[src/rtl/reg_file_mp_clr.sv]
// Multi-read-port register file with a sequenced clear engine (one entry per cycle).
// Define REG_FILE_BYPASS_EN to forward same-cycle IDLE writes to matching read ports.
module reg_file_mp_clr #(
    parameter int unsigned      pBITS     = 8,
    parameter int unsigned      pWIDHT    = 2,
    parameter int unsigned      pRD_PORTS = 2,
    parameter logic [pBITS-1:0] pCLR_VAL  = '0
) (
    input  logic                          iclk,
    input  logic                          irst_n,
    input  logic                          iwr_en,
    input  logic [pWIDHT-1:0]             iw_addr,
    input  logic [pBITS-1:0]              iw_data,
    input  logic [pRD_PORTS*pWIDHT-1:0]   ir_addr,
    output logic [pRD_PORTS*pBITS-1:0]    or_data,
    input  logic                          iclr_start,
    output logic                          oclr_busy,
    output logic                          oclr_done,
    output logic                          owr_drop
);

    localparam int unsigned     DEPTH    = 2**pWIDHT;
    localparam logic [pWIDHT:0] LAST_IDX = {1'b0, {pWIDHT{1'b1}}};

    typedef enum logic {IDLE, CLEAR} state_t;

    state_t            state_q, state_d;
    logic [pWIDHT:0]   cnt_q, cnt_d;
    logic              done_q, done_d;
    logic              drop_q, drop_d;
    logic [pBITS-1:0]  mem_q [DEPTH];

    logic              we;
    logic [pWIDHT-1:0] waddr;
    logic [pBITS-1:0]  wdata;
    logic [pWIDHT-1:0] rd_addr;
    logic [pBITS-1:0]  rd_data;

    // Single array write port shared by user writes (IDLE) and the clear sweep (CLEAR).
    always_comb begin
        state_d = state_q;
        cnt_d   = cnt_q;
        done_d  = 1'b0;
        drop_d  = 1'b0;
        we      = 1'b0;
        waddr   = iw_addr;
        wdata   = iw_data;
        case (state_q)
            IDLE: begin
                we = iwr_en;
                if (iclr_start) begin
                    state_d = CLEAR;
                    cnt_d   = '0;
                end
            end
            CLEAR: begin
                we     = 1'b1;
                waddr  = cnt_q[pWIDHT-1:0];
                wdata  = pCLR_VAL;
                cnt_d  = cnt_q + 1'b1;
                drop_d = iwr_en;
                if (cnt_q == LAST_IDX) begin
                    state_d = IDLE;
                    done_d  = 1'b1;
                end
            end
            default: state_d = IDLE;
        endcase
    end

    always_ff @(posedge iclk or negedge irst_n) begin
        if (!irst_n) begin
            state_q <= IDLE;
            cnt_q   <= '0;
            done_q  <= 1'b0;
            drop_q  <= 1'b0;
        end else begin
            state_q <= state_d;
            cnt_q   <= cnt_d;
            done_q  <= done_d;
            drop_q  <= drop_d;
        end
    end

    always_ff @(posedge iclk or negedge irst_n) begin
        if (!irst_n) begin
            for (int unsigned i = 0; i < DEPTH; i++) begin
                mem_q[i] <= pCLR_VAL;
            end
        end else if (we) begin
            mem_q[waddr] <= wdata;
        end
    end

    always_comb begin
        or_data = '0;
        rd_addr = '0;
        rd_data = '0;
        for (int unsigned k = 0; k < pRD_PORTS; k++) begin
            rd_addr = ir_addr[k*pWIDHT +: pWIDHT];
            rd_data = mem_q[rd_addr];
`ifdef REG_FILE_BYPASS_EN
            if ((state_q == IDLE) && iwr_en && (rd_addr == iw_addr)) begin
                rd_data = iw_data;
            end
`endif
            or_data[k*pBITS +: pBITS] = rd_data;
        end
    end

    assign oclr_busy = (state_q == CLEAR);
    assign oclr_done = done_q;
    assign owr_drop  = drop_q;

endmodule
[config.mk]
export PLATFORM = sky130hd
export DESIGN_NAME = reg_file_mp_clr
export DESIGN_NICKNAME = d
export VERILOG_FILES = /design/src/rtl/reg_file_mp_clr.sv
export SDC_FILE = /design/constraint.sdc
export NUM_CORES = 1
export LEC_CHECK = 0
export CORE_MARGIN = 5
export CORE_UTILIZATION = 50
export CTS_CLUSTER_SIZE = 10
export DETAILED_ROUTE_END_ITERATION = 10
export DONT_BUFFER_PORTS = 1
export GPL_ROUTABILITY_DRIVEN = 0
export PLACE_DENSITY = 0.74
export SKIP_LAST_GASP = 1
export SYNTH_ARGS = -nofsm -noshare
export SYNTH_HDL_FRONTEND = slang
export SYNTH_SLANG_ARGS = --single-unit
[constraint.sdc]
create_clock -name iclk -period 3.08 [get_ports iclk]
set_clock_uncertainty 0.1 [all_clocks]
set_input_delay 0 -clock iclk [delete_from_list [all_inputs] [get_ports iclk]]
set_output_delay 0 -clock iclk [all_outputs]
set_load 0.01 [all_outputs]
==> impl_metrics.tcl, run 1 <==
set metrics [dict create \
    r2r-end "mem_q[28]$_DFFE_PN0P_" \
    grt_pass1_vias 1279 \
    whs_ns 0.02834 \
    cts_tree "yes" \
    insertion_delay_ns 0.29 \
    relSlewSlack 0.4539 \
    nets 148 \
    tns_ns 0 \
    syn_area_um2 1977 \
    cts_sinks 38 \
    maxCapViolCount 0 \
    antenna_cells 0 \
    viasPerCell 6.316 \
    syn_area_per_cell_um2 15.94 \
    period_share 0.7159 \
    rsz0062_at_grt "no" \
    seq_area_frac_synth 0.4810 \
    fillerInstances 304 \
    r2r_cells 3 \
    fp.dieH_um 72.88 \
    worstPathBufferInverterCount 0 \
    post-route-min-period_ns 2.205 \
    crit_required_ns 3.16 \
    outcome "finished clean" \
    syn_inst 124 \
    finalWirelength_um 4102 \
    path_class "register to register" \
    rows 22 \
    grt_pass1_wl_um 6748 \
    crit_arrival_ns 2.28 \
    drc_errors 0 \
    synth_seq_cells 38 \
    r2r_setup_slack_ns 0.87 \
    hold_violations 0 \
    vias 1118 \
    wl_per_cell_um 23.18 \
    cp.depth 3 \
    worst_slew_pin_slew_ns 0.8191 \
    syn_nets 144 \
    grt_max_degree 39 \
    cts_htree_levels 2 \
    critPathMaxFanout 22 \
    cp_cell_sequence "nand2b_1 > o32a_1 > mux2_4" \
    numCtsBuffers 5 \
    final_common_cell "dfrtp_1" \
    power_density_nw_per_um2 980.8 \
    dp_hpwl_um 2963 \
    antenna_left 0 \
    cts-resized-gates 0 \
    max_freq_ghz 0.4535 \
    grt.total_usage 0.1730 \
    core_area_um2 3744 \
    grt_overflow 0 \
    crit_path_start_kind "register" \
    multiInputGateArea_um2 973.4 \
    final_cell_mix "dfrtp_1 (38), mux2_2 (24), mux4_2 (16)" \
    antenna_found_initial 0 \
    rr_startpoint "oclr_busy$_DFF_PN0_" \
    p_leak_nw 0.9788 \
    path_clk_slew_ns 0.07 \
    port_buffers 0 \
    peakVddDrop_uv 547.8 \
    yosys_warnings 0 \
    drive_gt1_frac 0.4729 \
    hold_path_class "primary input to register" \
    cp_slowest_cell "dfrtp_1" \
    dieArea_um2 5311 \
    post-synth-top-area-cell "dfrtp_1" \
    dr.pass1.iters 4 \
    max_stage_delay_ns 0.88 \
    slew_viol_final 0 \
    register_area_um2 950.9 \
    setup_viol_count_final 0 \
    endpoint "mem_q[28]$_DFFE_PN0P_" \
    crit_family "flip-flops" \
    synth_top_area_frac 0.4810 \
    area_growth_pct 10.51 \
    ios 37 \
    synthDistinctLibCells 20 \
    synth.area.top_cells "dfrtp_1 (48%), mux4_2 (18%), mux2_2 (14%)" \
    drt_iter0_drc 69 \
    die_x_um 72.88 \
    endpoint_kind "register" \
    crit_path_start "oclr_busy$_DFF_PN0_" \
    initial_core_util 0.5281 \
    clockBufferDepth 2 \
    root_buffer "clkbuf_8" \
]
==> worst register-to-register path, cell delays in order (launching register included) <==
cell      delay, ns
dfrtp_1        0.88
nand2b_1       0.26
o32a_1         0.47
mux2_4         0.39
==> repair_timing <==
item                                   CTS  global route
endpoints found under the hold margin   43             0
hold buffers                             4             0
buffers inserted                         0             0
==> how the worst min path moves through the flow <==
stage                           from                    end  slack [ns]  cells after the start
final                     iw_addr[0]  mem_q[13]$_DFFE_PN0P_        0.03                      2
after global routing      iw_addr[0]  mem_q[13]$_DFFE_PN0P_        0.03                      2
after CTS                 iw_addr[0]  mem_q[13]$_DFFE_PN0P_        0.02                      2
after detailed placement      irst_n   mem_q[4]$_DFFE_PN0P_       -0.39                      0
after global placement        irst_n  mem_q[28]$_DFFE_PN0P_       -0.39                      0
after floorplan               irst_n   cnt_q[0]$_DFFE_PN0P_       -0.40                      0
==> cell type report <==
type,count,area share
clock buffer,6,0.03780
clock inverter,2,0.02749
inverter,2,0.003436
multi-input combinational,77,0.4456
sequential,38,0.4353
tap,48,0.02749
timing repair buffer,4,0.02291
==> metrics by stage <==
step           cells  cell area (um2)    util  setup slack [ns]  total power [mW]
6_report         177             2185  0.5836            0.8749             2.143
5_1_grt          177             2185  0.5836            0.7401             2.266
3_3_place_gp     165             1992  0.5321            0.9711             1.560
4_1_cts          177             2185  0.5836            0.8798             2.162
3_5_place_dp     165             1992  0.5321            0.8977             1.625
2_1_floorplan    124             1977       -             1.505             1.491
==> Yosys cell counts <==
library cell / number
dfrtp_1: 38
mux2_2: 24
mux4_2: 16
mux2_4: 8
nor2b_1: 8
nand2b_1: 5
buf_2: 3
and2_1: 2
buf_1: 2
buf_6: 2
ha_1: 2
inv_1: 2
nand2_1: 2
nor2_1: 2
o22ai_2: 2
o31ai_1: 2
nand2_2: 1
o21ai_0: 1
o32a_1: 1
o32ai_4: 1
==> state kept, by name, summed over array words and instances, names as in the netlist <==
register / count
mem_q: 32
owr_drop: 1
cnt_q: 3
oclr_busy: 1
oclr_done: 1
==> cells by family (layout without fill, tap and decap cells) <==
logic type | count (synthesis) | in the layout | synth area share
AND/OR/NAND/NOR | 20 | 20 | 0.05823
flip-flops | 38 | 38 | 0.4810
AO/OA/AOI/OAI | 7 | 7 | 0.04177
multiplexers | 48 | 48 | 0.3798
buffers and inverters | 9 | 14 | 0.02658
adder cells (fa/ha/maj) | 2 | 2 | 0.01266
==> metal layers <==
| metal | part of all wire | track usage | vias up |
|---|---|---|---|
| met2 | 0.54 | 0.2846 | 48 |
| met3 | 0.086 | 0.06198 | 11 |
| met5 | 0 | 0 | - |
| met1 | 0.35 | 0.1991 | 583 |
| li1 | - | - | 476 |
| met4 | 0.020 | 0.08607 | 0 |
==> where the power goes <==
part           total, mW  switching, mW  leakage, nW  internal, mW
clock network      0.520          0.174       0.0714         0.345
logic              0.771          0.335        0.401         0.436
registers          0.852          0.176        0.507         0.676
Note: power is estimated with default switching activity, not from simulation.
==> run 2, diff against run 1 <==
--- a/config.mk
+++ b/config.mk
@@ -5,13 +5,14 @@
 export SDC_FILE = /design/constraint.sdc
 export NUM_CORES = 1
 export LEC_CHECK = 0
+export ABC_AREA = 1
 export CORE_MARGIN = 5
 export CORE_UTILIZATION = 50
 export CTS_CLUSTER_SIZE = 10
 export DETAILED_ROUTE_END_ITERATION = 10
 export DONT_BUFFER_PORTS = 1
 export GPL_ROUTABILITY_DRIVEN = 0
-export PLACE_DENSITY = 0.74
+export PLACE_DENSITY = 0.77
 export SKIP_LAST_GASP = 1
 export SYNTH_ARGS = -nofsm -noshare
 export SYNTH_HDL_FRONTEND = slang
==> constraint.sdc (replaced) <==
create_clock -name iclk -period 1.8 [get_ports iclk]
set_clock_uncertainty 0.1 [all_clocks]
set_input_delay 0 -clock iclk [delete_from_list [all_inputs] [get_ports iclk]]
set_output_delay 0 -clock iclk [all_outputs]
set_load 0.01 [all_outputs]
==> run 2 against run 1 <==
  * Combinational power increased by 120%
  * Die area increased by 10%
  * Clock power increased by 41%
  * Final cell count increased by 100%
  * Sequential share of layout area decreased by 5.1 points
  * Routed wire length increased by 34%
  * Global-route usage increased by 2.2 points
  * Critical path type unchanged
  * Largest cell class unchanged
==> impl_metrics.tcl, run 2 <==
set metrics [dict create \
    outcome "finished clean" \
    die_x_um 76.42 \
    path_class "register to register" \
    fin_ws_ns 0.1542 \
    nets 324 \
    yosysMostFrequentCell "nand2_1" \
    cp_cell_sequence "nand2_2 > nand2_8 > nand3_2 > nand2_1 > nand2_1" \
    syn_nets 314 \
    p_leak_nw 1.261 \
    reg.largest.list "mem_q (32), cnt_q (3)" \
    grt.total_usage 0.1951 \
    dr.pass1.iters 8 \
    cts-resized-gates 0 \
    drc_errors 0 \
    numCtsBuffers 5 \
    cts_sinks 38 \
    peakVddDrop_uv 1025 \
    post-route-min-period_ns 1.646 \
    dr_wl_met2_um 2613 \
    initial_core_util 0.5101 \
    area_growth_pct 12.08 \
    critPathMaxFanout 19 \
    crit_arrival_ns 1.74 \
    antenna_cells 0 \
    drt_iter0_drc 125 \
    grt_pass1_wl_um 9252 \
    dp_cells 335 \
    fp.dieH_um 76.42 \
    rsz0062_at_grt "no" \
    hold_buffers 14 \
    syn_inst 294 \
    maxCapViolCount 0 \
    endpoint_kind "register" \
    post-synth-top-area-cell "dfrtp_1" \
    synth_edf_count 0 \
    clockBufferDepth 2 \
    final_cell_mix "nand2_1 (74), o21ai_0 (46), dfrtp_1 (38)" \
    cp_slowest_cell "dfrtp_1" \
    pre_cts_slack_ns 0.1780 \
    grt_overflow 0 \
    core_area_um2 4324 \
    cts_tree "yes" \
    timing.critical_path.mode_cell "nand2_1" \
    relSlewSlack 0.6068 \
    grt_max_degree 39 \
    wl_met1_um 2250 \
    post-cts-setup-buffer-count 0 \
    async_flop_share 1.000 \
    vias 2026 \
    hold_path_class "primary input to register" \
    syn_area_um2 2206 \
    synth_top_area_frac 0.4311 \
    fillerInstances 397 \
    insertion_delay_ns 0.30 \
    syn_area_per_cell_um2 7.503 \
    dieArea_um2 5840 \
    tns_ns 0 \
    largest_reg_flops 32 \
    slew_viol_final 0 \
    antenna_found_initial 0 \
    rows 24 \
    wl_met3_um 437 \
    worst_slew_pin_slew_ns 0.5892 \
    synthDistinctLibCells 21 \
    largest-register "mem_q" \
    cts_htree_levels 2 \
    max_stage_delay_ns 0.66 \
    synth.area.top_cells "dfrtp_1 (43%), nand2_1 (13%), o21ai_0 (10%)" \
    finalWirelength_um 5507 \
    crit_path_start_kind "register" \
    synth_ff_type "dfrtp_1" \
    root_buffer "clkbuf_8" \
    finalPower_mw 3.921 \
    dp_hpwl_um 3792 \
    period_share 0.9143 \
    max_freq_ghz 0.6076 \
    whs_ns 0.03658 \
    yosys_warnings 0 \
    antenna_left 0 \
    synth_seq_cells 38 \
    synth_common_cells "nand2_1 (74), o21ai_0 (46), dfrtp_1 (38)" \
    hold_violations 0 \
    final_common_cell "nand2_1" \
    port_buffers 0 \
    crit_required_ns 1.90 \
    path_clk_slew_ns 0.08 \
    power_density_nw_per_um2 1586 \
    grt_pass1_vias 1968 \
    seq_area_frac_synth 0.4311 \
    viasPerCell 5.675 \
    final_cells 357 \
    ios 37 \
    setup_viol_count_final 0 \
    wl_per_cell_um 15.43 \
    drive_gt1_frac 0.08852 \
    maxUsedRoutingLayer "met4" \
]
-- run 2: cell count changes after synthesis, moves of 24 or more --
cell and change:
inv_1 +24, nor2_1 +28, o21ai_0 +45, nand2_1 +72
mux2_2 -24
-- run 2: through the flow --
step,util,instance area (um2)
2_1_floorplan,-,2206
3_3_place_gp,0.5107,2208
3_5_place_dp,0.5107,2208
4_1_cts,0.5718,2472
5_1_grt,0.5718,2472
6_report,0.5718,2472
-- run 2: where the power goes --
part | internal (mW) | switching (mW) | total [mW]
Combinational | 0.539 | 1.19 | 1.72
Sequential | 1.18 | 0.287 | 1.46
Clock | 0.412 | 0.322 | 0.733
Total | 2.13 | 1.79 | 3.92
-- run 2: kinds of logic after synthesis --
logic type | after synthesis | synth area share
simple gates | 147 | 0.3176
compound gates | 63 | 0.1458
buf+inv | 44 | 0.09415
flops | 38 | 0.4311
fa+ha+maj | 2 | 0.01134
-- run 2: per-layer routing --
layer | GRT usage | vias up
met5 | 0 | -
met4 | 0.09615 | 0
met3 | 0.05792 | 28
met2 | 0.3193 | 103
met1 | 0.2316 | 905
li1 | - | 990
-- run 2: layout make-up --
type                       instances  area, um2  share of cell area
multi-input combinational        212       1047              0.4236
clock buffer                       5      68.82             0.02783
sequential                        38      950.9              0.3846
timing repair buffer              19      187.7             0.07591
clock inverter                     3      45.04             0.01822
tap                               52      65.06             0.02632
inverter                          28      107.6             0.04352
-- run 2: worst paths after layout --
kind	from	endpoint	slack, ns	cells after the start
worst max-delay path	oclr_busy$_DFF_PN0_	mem_q[7]$_DFFE_PN0P_	0.15	5
worst min register to register	mem_q[10]$_DFFE_PN0P_	mem_q[10]$_DFFE_PN0P_	0.38	2
worst max register to register	oclr_busy$_DFF_PN0_	mem_q[7]$_DFFE_PN0P_	0.15	5
min in group asynchronous	irst_n	mem_q[14]$_DFFE_PN0P_	0.05	2
worst min-delay path	iw_addr[0]	mem_q[10]$_DFFE_PN0P_	0.04	5
max in group asynchronous	irst_n	mem_q[9]$_DFFE_PN0P_	1.35	2
-- run 2: worst max-delay path, delay by kind of cell (launching register included) --
kind	cells	cell delay [ns]
DFF	1	0.66
and+or+nand+nor	5	0.77
